`src/rtl/coin_acceptor.sv`:
```
// Coin-mechanism front end: synchronizes and debounces the two slot sensors and issues one
// registered coin code per physical coin. It also rejects ambiguous coins and flags a jam.
module coin_acceptor #(
   parameter int unsigned DEBOUNCE_CYCLES = 4,
   parameter int unsigned GAP_CYCLES      = 3,
   parameter int unsigned JAM_CYCLES      = 64
) (
   input  logic       clock,
   input  logic       reset,
   input  logic       sense_one,
   input  logic       sense_two,
   output logic [1:0] coin,
   output logic       reject,
   output logic       jam,
   output logic [7:0] coin_count
);

   localparam logic [2:0] IDLE    = 3'd0;
   localparam logic [2:0] QUAL    = 3'd1;
   localparam logic [2:0] EMIT    = 3'd2;
   localparam logic [2:0] REJECT  = 3'd3;
   localparam logic [2:0] RELEASE = 3'd4;
   localparam logic [2:0] JAM     = 3'd5;

   localparam logic [7:0] DEB_LIM = 8'(DEBOUNCE_CYCLES);
   localparam logic [7:0] GAP_LIM = 8'(GAP_CYCLES);
   localparam logic [7:0] JAM_LIM = 8'(JAM_CYCLES);

   logic       sync_one, sync_two, s1, s2;
   logic [2:0] state, state_d;
   logic [1:0] coin_type, coin_type_d;
   logic [7:0] qcnt, qcnt_d, rcnt, rcnt_d, jcnt, jcnt_d;
   logic [1:0] coin_d;
   logic       reject_d, jam_d;
   logic [7:0] coin_count_d;
   logic       latched_high;

   assign latched_high = (coin_type == 2'b01) ? s1 : s2;

   always_comb begin
      state_d      = state;
      coin_type_d  = coin_type;
      qcnt_d       = qcnt;
      rcnt_d       = rcnt;
      jcnt_d       = jcnt;
      coin_d       = 2'b00;
      reject_d     = 1'b0;
      jam_d        = jam;
      coin_count_d = coin_count;
      case (state)
         IDLE: begin
            if (s1 && s2) begin
               state_d = REJECT;
            end else if (s1 != s2) begin
               coin_type_d = s1 ? 2'b01 : 2'b10;
               qcnt_d      = 8'd1;
               if (DEB_LIM == 8'd1) begin
                  state_d      = EMIT;
                  coin_d       = coin_type_d;
                  coin_count_d = coin_count + 8'd1;
               end else begin
                  state_d = QUAL;
               end
            end
         end
         QUAL: begin
            if (s1 && s2) begin
               state_d = REJECT;
            end else if (!latched_high) begin
               state_d = IDLE;
            end else begin
               qcnt_d = qcnt + 8'd1;
               if (qcnt_d == DEB_LIM) begin
                  state_d      = EMIT;
                  coin_d       = coin_type;
                  coin_count_d = coin_count + 8'd1;
               end
            end
         end
         EMIT: begin
            state_d = RELEASE;
            rcnt_d  = 8'd0;
            jcnt_d  = 8'd0;
         end
         REJECT: begin
            // The reject pulse trails the decision by one cycle, issued from this state.
            reject_d = 1'b1;
            state_d  = RELEASE;
            rcnt_d   = 8'd0;
            jcnt_d   = 8'd0;
         end
         RELEASE: begin
            if (s1 || s2) begin
               rcnt_d = 8'd0;
               jcnt_d = jcnt + 8'd1;
               if (jcnt_d == JAM_LIM) begin
                  state_d = JAM;
                  jam_d   = 1'b1;
               end
            end else begin
               rcnt_d = rcnt + 8'd1;
               if (rcnt_d == GAP_LIM) state_d = IDLE;
            end
         end
         JAM: begin
            if (s1 || s2) begin
               rcnt_d = 8'd0;
            end else begin
               rcnt_d = rcnt + 8'd1;
               if (rcnt_d == GAP_LIM) begin
                  state_d = IDLE;
                  jam_d   = 1'b0;
               end
            end
         end
         default: state_d = IDLE;
      endcase
   end

   always_ff @(posedge clock or posedge reset) begin
      if (reset) begin
         sync_one   <= 1'b0;
         sync_two   <= 1'b0;
         s1         <= 1'b0;
         s2         <= 1'b0;
         state      <= IDLE;
         coin_type  <= 2'b00;
         qcnt       <= 8'd0;
         rcnt       <= 8'd0;
         jcnt       <= 8'd0;
         coin       <= 2'b00;
         reject     <= 1'b0;
         jam        <= 1'b0;
         coin_count <= 8'd0;
      end else begin
         sync_one   <= sense_one;
         sync_two   <= sense_two;
         s1         <= sync_one;
         s2         <= sync_two;
         state      <= state_d;
         coin_type  <= coin_type_d;
         qcnt       <= qcnt_d;
         rcnt       <= rcnt_d;
         jcnt       <= jcnt_d;
         coin       <= coin_d;
         reject     <= reject_d;
         jam        <= jam_d;
         coin_count <= coin_count_d;
      end
   end

endmodule

```
`config.mk`:
```
export PLATFORM = sky130hd
export DESIGN_NAME = coin_acceptor
export DESIGN_NICKNAME = d
export VERILOG_FILES = /design/src/rtl/coin_acceptor.sv
export SDC_FILE = /design/constraint.sdc
export NUM_CORES = 1
export LEC_CHECK = 0
export ABC_CLOCK_PERIOD_IN_PS = 2100
export CORE_MARGIN = 2
export CORE_UTILIZATION = 55
export CTS_BUF_LIST = sky130_fd_sc_hd__clkbuf_8
export CTS_CLUSTER_DIAMETER = 150
export DETAILED_ROUTE_END_ITERATION = 10
export PLACE_DENSITY = 0.75
export RECOVER_POWER = 100
export SLEW_MARGIN = 20
export SYNTH_ARGS = -nofsm -noshare
export SYNTH_HDL_FRONTEND = slang
export SYNTH_SLANG_ARGS = --single-unit
```
`constraint.sdc`:
```
create_clock -name clock -period 2.1 [get_ports clock]
set_input_delay 0.21 -clock clock [delete_from_list [all_inputs] [get_ports clock]]
set_output_delay 0.21 -clock clock [all_outputs]
set_load 0.02 [all_outputs]
```
---- Word level (Yosys, flattened, before mapping) ----
Index checks and enable logic that the tools add are counted.
storage, ports and cells
  flip-flop bits (word level) ............. 45
  input bits .............................. 4
  output and inout bits ................... 12
  word-level logic and storage cells ...... 85
cells by class
  add/sub/neg operators ................... 4
  equality and inequality tests ........... 21
  muxes and demuxes ....................... 31
  bitwise logic cells ..................... 1
  reductions and logical operators ........ 15
operators with widths
  operator                                                         count
  8-bit two-way mux                                                6
  8-bit case mux with 2 select lines                               3
  8-bit by 1-bit adder with 8-bit output, second input constant    4
  3-bit two-way mux                                                9
  2-bit != test, second input constant                             8
  3-bit case mux with 5 select lines                               1
  2-bit two-way mux                                                5
  5-bit AND reduction                                              2
  8-bit by 2-bit == test with 1-bit output, second input constant  1
  8-bit by 3-bit == test with 1-bit output, second input constant  1
  8-bit by 7-bit == test with 1-bit output, second input constant  1
  4-bit AND reduction                                              2
  2-bit nonzero test                                               4
  3-bit by 2-bit == test with 1-bit output, second input constant  2
  3-bit == test, second input constant                             2
  1-bit two-way mux                                                6
  3-bit != test, second input constant                             2
  4-bit != test, second input constant                             1
  2-bit OR reduction                                               2
  3-bit by 1-bit == test with 1-bit output, second input constant  1
  3-bit zero test                                                  1
  3-bit AND reduction                                              1
  2-bit by 1-bit == test with 1-bit output, second input constant  1
  1-bit case mux with 2 select lines                               1
  5 further kinds                                                  5

---- Depth between registers and ports, before layout ----
Gate-level depths: netlist (run 1).
  word-level depth ........................ 6
  mapped depth ............................ 8
  depth with buffers taken out ............ 7

---- Least setup slack after synthesis (run 1) ----
Ideal clock, no wire load.
  kind .................................... register to register
  from .................................... register s1
  to ...................................... register jcnt[6]
  setup time .............................. 95 ps
  data arrival time ....................... 1807 ps
  data required time ...................... 2005 ps
  setup slack ............................. 198 ps
  stages on the path, launching flop included .. 8
  buffers on the path ..................... 2
  period minus slack after synthesis ...... 1902 ps
  cells stage by stage .................... dfrtp_1 -> inv_1 -> ha_1 -> clkbuf_1 -> or3_1 -> clkbuf_1 -> or2_2 -> o31ai_1
on the way
  word-level cells in the longest chain between the ends .. 3
ends and longest elaborated chain
  element                        RTL line  source
  from (decl)                    29        logic sync_one, sync_two, s1, s2;
  from (signal assigned)         138       s1 <= sync_one;
  1-bit logical OR               93        if (s1 || s2) begin
  2-bit != test (no line)        --
  2-bit AND reduction (no line)  --
  to (signal assigned)           144       jcnt <= jcnt_d;
  to (decl)                      32        logic [7:0] qcnt, qcnt_d, rcnt, rcnt_d, jcnt, jcnt_d;
No other way between the ends.
A chain may end at the register's enable or synchronous reset.

---- Worst setup path in the final report (run 1) ----
  from .................................... register rcnt[0]
  to ...................................... register state[0]
on the way
  word-level cells in the longest chain between the ends .. 5
  elaborated cells on any way between the ends .. 6
  classes of those cells .................. add/sub: 1; eq/ne: 1; mux: 4
ends and longest elaborated chain
  element                                     RTL line  source
  from (decl)                                 32
  from (signal assigned)                      143       rcnt <= rcnt_d;
  8-bit by 1-bit adder with 8-bit output *    101, 109
  8-bit by 2-bit == test with 1-bit output *  102, 110
  3-bit two-way mux *                         --
  3-bit two-way mux (on tied branches)        --
  3-bit case mux with 5 select lines *        --
  to (signal assigned)                        140       state <= state_d;
  to (decl)                                   30        logic [2:0] state, state_d;
Every way passes the cells marked *; elsewhere a longest branch is shown, timed or not. The select of a mux whose other input is x is not followed.

==> results of run 1 <==
sequential cells by signal, indices dropped and copies added (netlist names), 2 cells and up:
| name | flops |
|---|---|
| coin_count | 8 |
| jcnt | 8 |
| qcnt | 8 |
| rcnt | 8 |
| state | 3 |
| coin | 2 |
| coin_type | 2 |
metal layers:
layer / global-route usage [%] / part of all wire (%) / up-vias
li1: - / - / 1001
met5: 0 / 0 / -
met2: 32.8 / 47 / 42
met3: 5.34 / 3.9 / 7
met4: 6.71 / 1.2 / 0
met1: 31.2 / 47 / 965
layout make-up:
type | count | share of cell area, %
sequential | 45 | 39.2
multi-input combinational | 196 | 45.1
timing repair buffer | 28 | 8.14
tap | 52 | 2.26
clock buffer | 6 | 2.87
inverter | 8 | 1.04
clock inverter | 2 | 1.31
power breakdown:
group / total [mW] / internal, mW / switching (mW) / leakage, nW
clock network: 0.682 / 0.387 / 0.295 / 0.0574
registers: 1.18 / 1.00 / 0.181 / 0.599
logic: 0.861 / 0.355 / 0.506 / 0.651
cells in the final DEF, fill, tap and decap left out, types with 9 or more instances in the layout:
| master | netlist | final |
|---|---|---|
| and3_1 | 9 | 9 |
| dfrtp_1 | 45 | 44 |
| dlygate4sd3_1 | 0 | 15 |
| nand2_1 | 24 | 24 |
| nand3_1 | 12 | 12 |
| nor2_1 | 19 | 19 |
| o21ai_0 | 24 | 24 |
| o31ai_1 | 13 | 13 |
path summary, 6_finish.rpt:
path	endpoint	slack, ns	depth (start not counted)
max reg2reg	state[0]	0.16	6
max in group asynchronous	rcnt[0]	0.66	3
min reg2reg	s1	0.35	0
min in group clock	s1	0.35	0
max	state[0]	0.16	6
min	coin_count[4]	0.18	2
stage by stage:
step / util, % / cells / instance area (um2) / hold WS [ns]
final: 66.0 / 337 / 2870 / 0.184
after global routing: 66.0 / 337 / 2870 / 0.181
after CTS: 66.1 / 335 / 2880 / 0.0651
after detailed placement: 63.4 / 327 / 2760 / 0.337
after global placement: 63.4 / 327 / 2760 / 0.333
after floorplan: - / 261 / 2500 / 0.241
cell families after synthesis:
group	after synthesis	share of synthesized area [%]
simple gates	102	22.2
compound gates	67	18.3
flops	45	45.1
buf+inv	20	3.15
xor+xnor	12	4.21
fa+ha+maj	9	4.51
mux	6	2.55
repair_timing:
action / in CTS / in global routing
endpoints found under the hold margin: 0 / 0
buffers inserted: 0 / 2
setup endpoints to repair: 0 / 6
hold buffers: 0 / 0
resized for setup: 0 / 3
worst max-delay path: cells and delay by family (launching register included):
| kind | cells | cell delay [ns] |
|---|---|---|
| fa+ha+maj | 1 | 0.23 |
| simple gates | 3 | 0.43 |
| compound gates | 2 | 0.75 |
| flops | 1 | 0.41 |
==> results.toml, run 1 <==
[outcome]
status = "finished clean"

[synthesis]
synth-seq-cells = 45
ys_seq_area_share_pct = 45.1
synth-main-ff-cell = "dfrtp_1"
netlist_instances = 261
async_flop_share_pct = 100
synth_common_cells = "45 x dfrtp_1, 24 x nand2_1, 24 x o21ai_0"
ys_warn_count = 0
ys_top_cells_by_area = "dfrtp_1 45%, o21ai_0 4.8%, ha_1 4.5%"
syn_nets = 274
synth-edff-count = 0
syn_area_um2 = 2500
yosys.area.top_type = "dfrtp_1"
synth.most_common_cell = "dfrtp_1"
synth_cell_types = 52
avgSynthCellArea_um2 = 9.57
synth_top_area_share_pct = 45.1

[power]
power_leakage_nw = 1.31
irDropWorstVdd_mv = 0.470
power.total_mw = 2.73
power.density_nw_per_um2 = 949

[detailed_routing]
wl_per_cell_um = 14.8
firstDrtPassIters = 4
avgViaCountPerCell = 5.98
vias = 2015
drt_iter0_drc = 167
drcViolationCount = 0
wl_mm = 5.00
ant_nets = 0

[timing]
tightest_slew_ns = 1.07
fin_tns_setup_ns = 0
max_slew_margin_pct = 28.8
period_minus_slack_ns = 1.94
hold_violations = 0
fin_skew_ns = 0.0115
setup_viol = 0
timing.final.crit_share_pct = 92.2
rsz0062_at_grt = "no"
fmax_ghz = 0.516
fin_ws_ns = 0.163
slew_viol_final = 0

[clock_network]
tritoncts = "done"
cts-htree-levels = 2
clkTransAtPathRegs_ns = 0.09
root_buffer = "clkbuf_8"
clockBufferDepth = 2
clkSinkCount = 45
clk_latency_ns = 0.30
numCtsBuffers = 5

[layout]
n_antenna_cell = 0
fill_cells = 360
multi_input_area_um2 = 1300
final-seq-area_um2 = 1130
area_growth_pct = 15.0
drive_above_1_share_pct = 11.6
fin_nets = 297

[floorplanning]
rows = 24
die_w_um = 71.4
io_pins = 16
die_h_um = 71.4
dieArea_um2 = 5100
fp.coreArea_um2 = 4350
initial_core_util_pct = 57.4

[global_route]
grt_pass1_vias = 1854
grt-ovfl-total = 0
grt_max_degree = 45
grtUsageTotal_pct = 21.7
antenna_found_initial = 0
grt_pass1_wl_mm = 8.83

[placement]
globalplace.congestion = 0.903
portBuffers = 15
place_ws_ns = 0.0910
dpl.hpwl_mm = 3.45

[setup_path]
cp-startpoint = "rcnt[0]"
critPathLaunchType = "flip-flop"
crit_chain = "ha_2 -> and3_1 -> nand3_1 -> o311a_1 -> a2111oi_1 -> nor4_1"
r2r-start = "rcnt[0]"
critPathKind = "reg2reg"
worstPathArrival_ns = 2.12
slowest_delay_ns = 0.41
critPathCaptureType = "flip-flop"
cp_slowest_cell = "dfrtp_2"
required_ns = 2.28
worstPathMaxFanout = 6

[run]
drv_cap = 0

[worst_hold_path]
hp-class = "in2async"
Power figures use the tool's default switching activity.
==> inputs of run 2 (changes only) <==
--- a/config.mk
+++ b/config.mk
@@ -13,6 +13,7 @@
 export DETAILED_ROUTE_END_ITERATION = 10
 export PLACE_DENSITY = 0.75
 export RECOVER_POWER = 100
+export REMOVE_ABC_BUFFERS = 1
 export SLEW_MARGIN = 20
 export SYNTH_ARGS = -nofsm -noshare
 export SYNTH_HDL_FRONTEND = slang
==> results.toml, run 2 (synthesis gave the netlist of run 1 again) <==
[outcome]
status = "finished clean"

[setup_path]
worstPathArrival_ns = 2.21
cp_slowest_cell = "or4_4"
critPathLaunchType = "flip-flop"
r2r-end = "coin_count[1]"
slowest_delay_ns = 0.55
cp-startpoint = "qcnt[7]"
critPathCaptureType = "flip-flop"
crit_chain = "or4_4 -> nor3_4 -> nor3b_4 -> mux2_4"
worstPathMaxFanout = 9
worstSetupEndpoint = "coin_count[1]"
worst-r2r-setup-slack_ns = 0.08
required_ns = 2.29
rr_worst_depth = 4
r2r-start = "qcnt[7]"
critPathKind = "reg2reg"

[detailed_routing]
vias = 2055
firstDrtPassIters = 4
ant_nets = 0
wl_mm = 5.05
avgViaCountPerCell = 6.15
drcViolationCount = 0
wl_per_cell_um = 15.1
drt_iter0_drc = 161

[global_route]
grt_max_degree = 46
grtUsageTotal_pct = 22.0
grt-ovfl-total = 0
grt_pass1_vias = 1936
antenna_found_initial = 0
grt_pass1_wl_mm = 8.98

[power]
power.total_mw = 2.60
power.density_nw_per_um2 = 919
power_leakage_nw = 1.27
irDropWorstVdd_mv = 0.757

[placement]
globalplace.congestion = 0.839
place_ws_ns = -0.0323
dpl.hpwl_mm = 3.50
portBuffers = 15

[timing]
setup_viol = 0
fin_tns_setup_ns = 0
timing.final.crit_share_pct = 96.1
fmax_ghz = 0.496
fin_skew_ns = 0.0134
tightest_slew_ns = 1.08
hold_violations = 0
max_slew_margin_pct = 27.7
period_minus_slack_ns = 2.02
slew_viol_final = 0
fin_ws_ns = 0.0827

[clock_network]
tritoncts = "done"
numCtsBuffers = 5
hold_buffers = 0
clkTransAtPathRegs_ns = 0.09
clockBufferDepth = 2
cts-htree-levels = 2
clkSinkCount = 45
clk_latency_ns = 0.31
root_buffer = "clkbuf_8"

[floorplanning]
dieArea_um2 = 5100
die_h_um = 71.4
fp.coreArea_um2 = 4350
initial_core_util_pct = 57.4
io_pins = 16
rows = 24
die_w_um = 71.4

[layout]
layout_commonest_cell = "dfrtp_1"
area_growth_pct = 13.4
n_antenna_cell = 0
drive_above_1_share_pct = 11.7
fin_nets = 294
final_cell_mix = "44 x dfrtp_1, 24 x o21ai_0, 24 x nand2_1, 19 x nor2_1, 15 x dlygate4sd3_1"
fin_util_pct = 65.1
fill_cells = 357

[run]
drv_cap = 0

[worst_hold_path]
hp-class = "reg2reg"
[run 2: final cells by class]
class	count	area [um2]	share of cell area, %
Timing Repair Buffer	25	211	7.46
Sequential cell	45	1130	39.8
Inverter	8	30.0	1.06
Clock buffer	5	68.8	2.43
Clock inverter	3	22.5	0.795
Tap cell	52	65.1	2.30
Multi-Input combinational cell	196	1310	46.2
[run 2: metrics by stage]
step | instances | area, um2 | hold WS (ns)
2_1_floorplan | 249 | 2450 | 0.241
3_3_place_gp | 324 | 2730 | 0.334
3_5_place_dp | 324 | 2730 | 0.337
4_1_cts | 332 | 2820 | 0.341
5_1_grt | 334 | 2830 | 0.368
6_report | 334 | 2830 | 0.354
[run 2: per-layer routing]
layer  GRT usage [%]  share of wire [%]  wire length (um)
met5               0                  0                 0
met1            30.4                 48              2420
met3            4.36                3.3               167
met2            35.7                 48              2410
met4            5.66                1.0                51
[run 2: worst min path at each step]
| stage | slack, ns | depth (start not counted) | from | endpoint |
|---|---|---|---|---|
| 2_1_floorplan | 0.24 | 0 | sense_one | sync_one |
| 3_3_place_gp | 0.33 | 0 | sync_two | s2 |
| 3_5_place_dp | 0.34 | 0 | sync_two | s2 |
| 4_1_cts | 0.34 | 1 | sense_two | sync_two |
| 5_1_grt | 0.37 | 0 | sync_two | s2 |
| 6_report | 0.35 | 0 | sync_two | s2 |
[run 2: power breakdown]
part / total (mW) / internal, mW / leakage, nW / switching (mW)
Combinational: 0.885 / 0.350 / 0.632 / 0.534
Clock: 0.549 / 0.234 / 0.0364 / 0.315
Sequential: 1.17 / 1.00 / 0.599 / 0.167
Total: 2.60 / 1.59 / 1.27 / 1.02
[run 2: critical path: cells and delay by family (launching register included)]
family | cells | cell delay [ns]
mux | 1 | 0.34
simple gates | 3 | 1.17
flops | 1 | 0.40
[run 2: repair_timing]
item,CTS,global route
gates resized for setup,1,5
setup endpoints to repair,1,8
pin swaps,0,1
setup buffers,0,2
==> inputs of run 3 (changes only) <==
--- a/config.mk
+++ b/config.mk
@@ -18,3 +18,4 @@
 export SYNTH_ARGS = -nofsm -noshare
 export SYNTH_HDL_FRONTEND = slang
 export SYNTH_SLANG_ARGS = --single-unit
+export TNS_END_PERCENT = 50
==> results of run 3 <==
No change in the layout: final DEF, timing and power equal those of run 2.
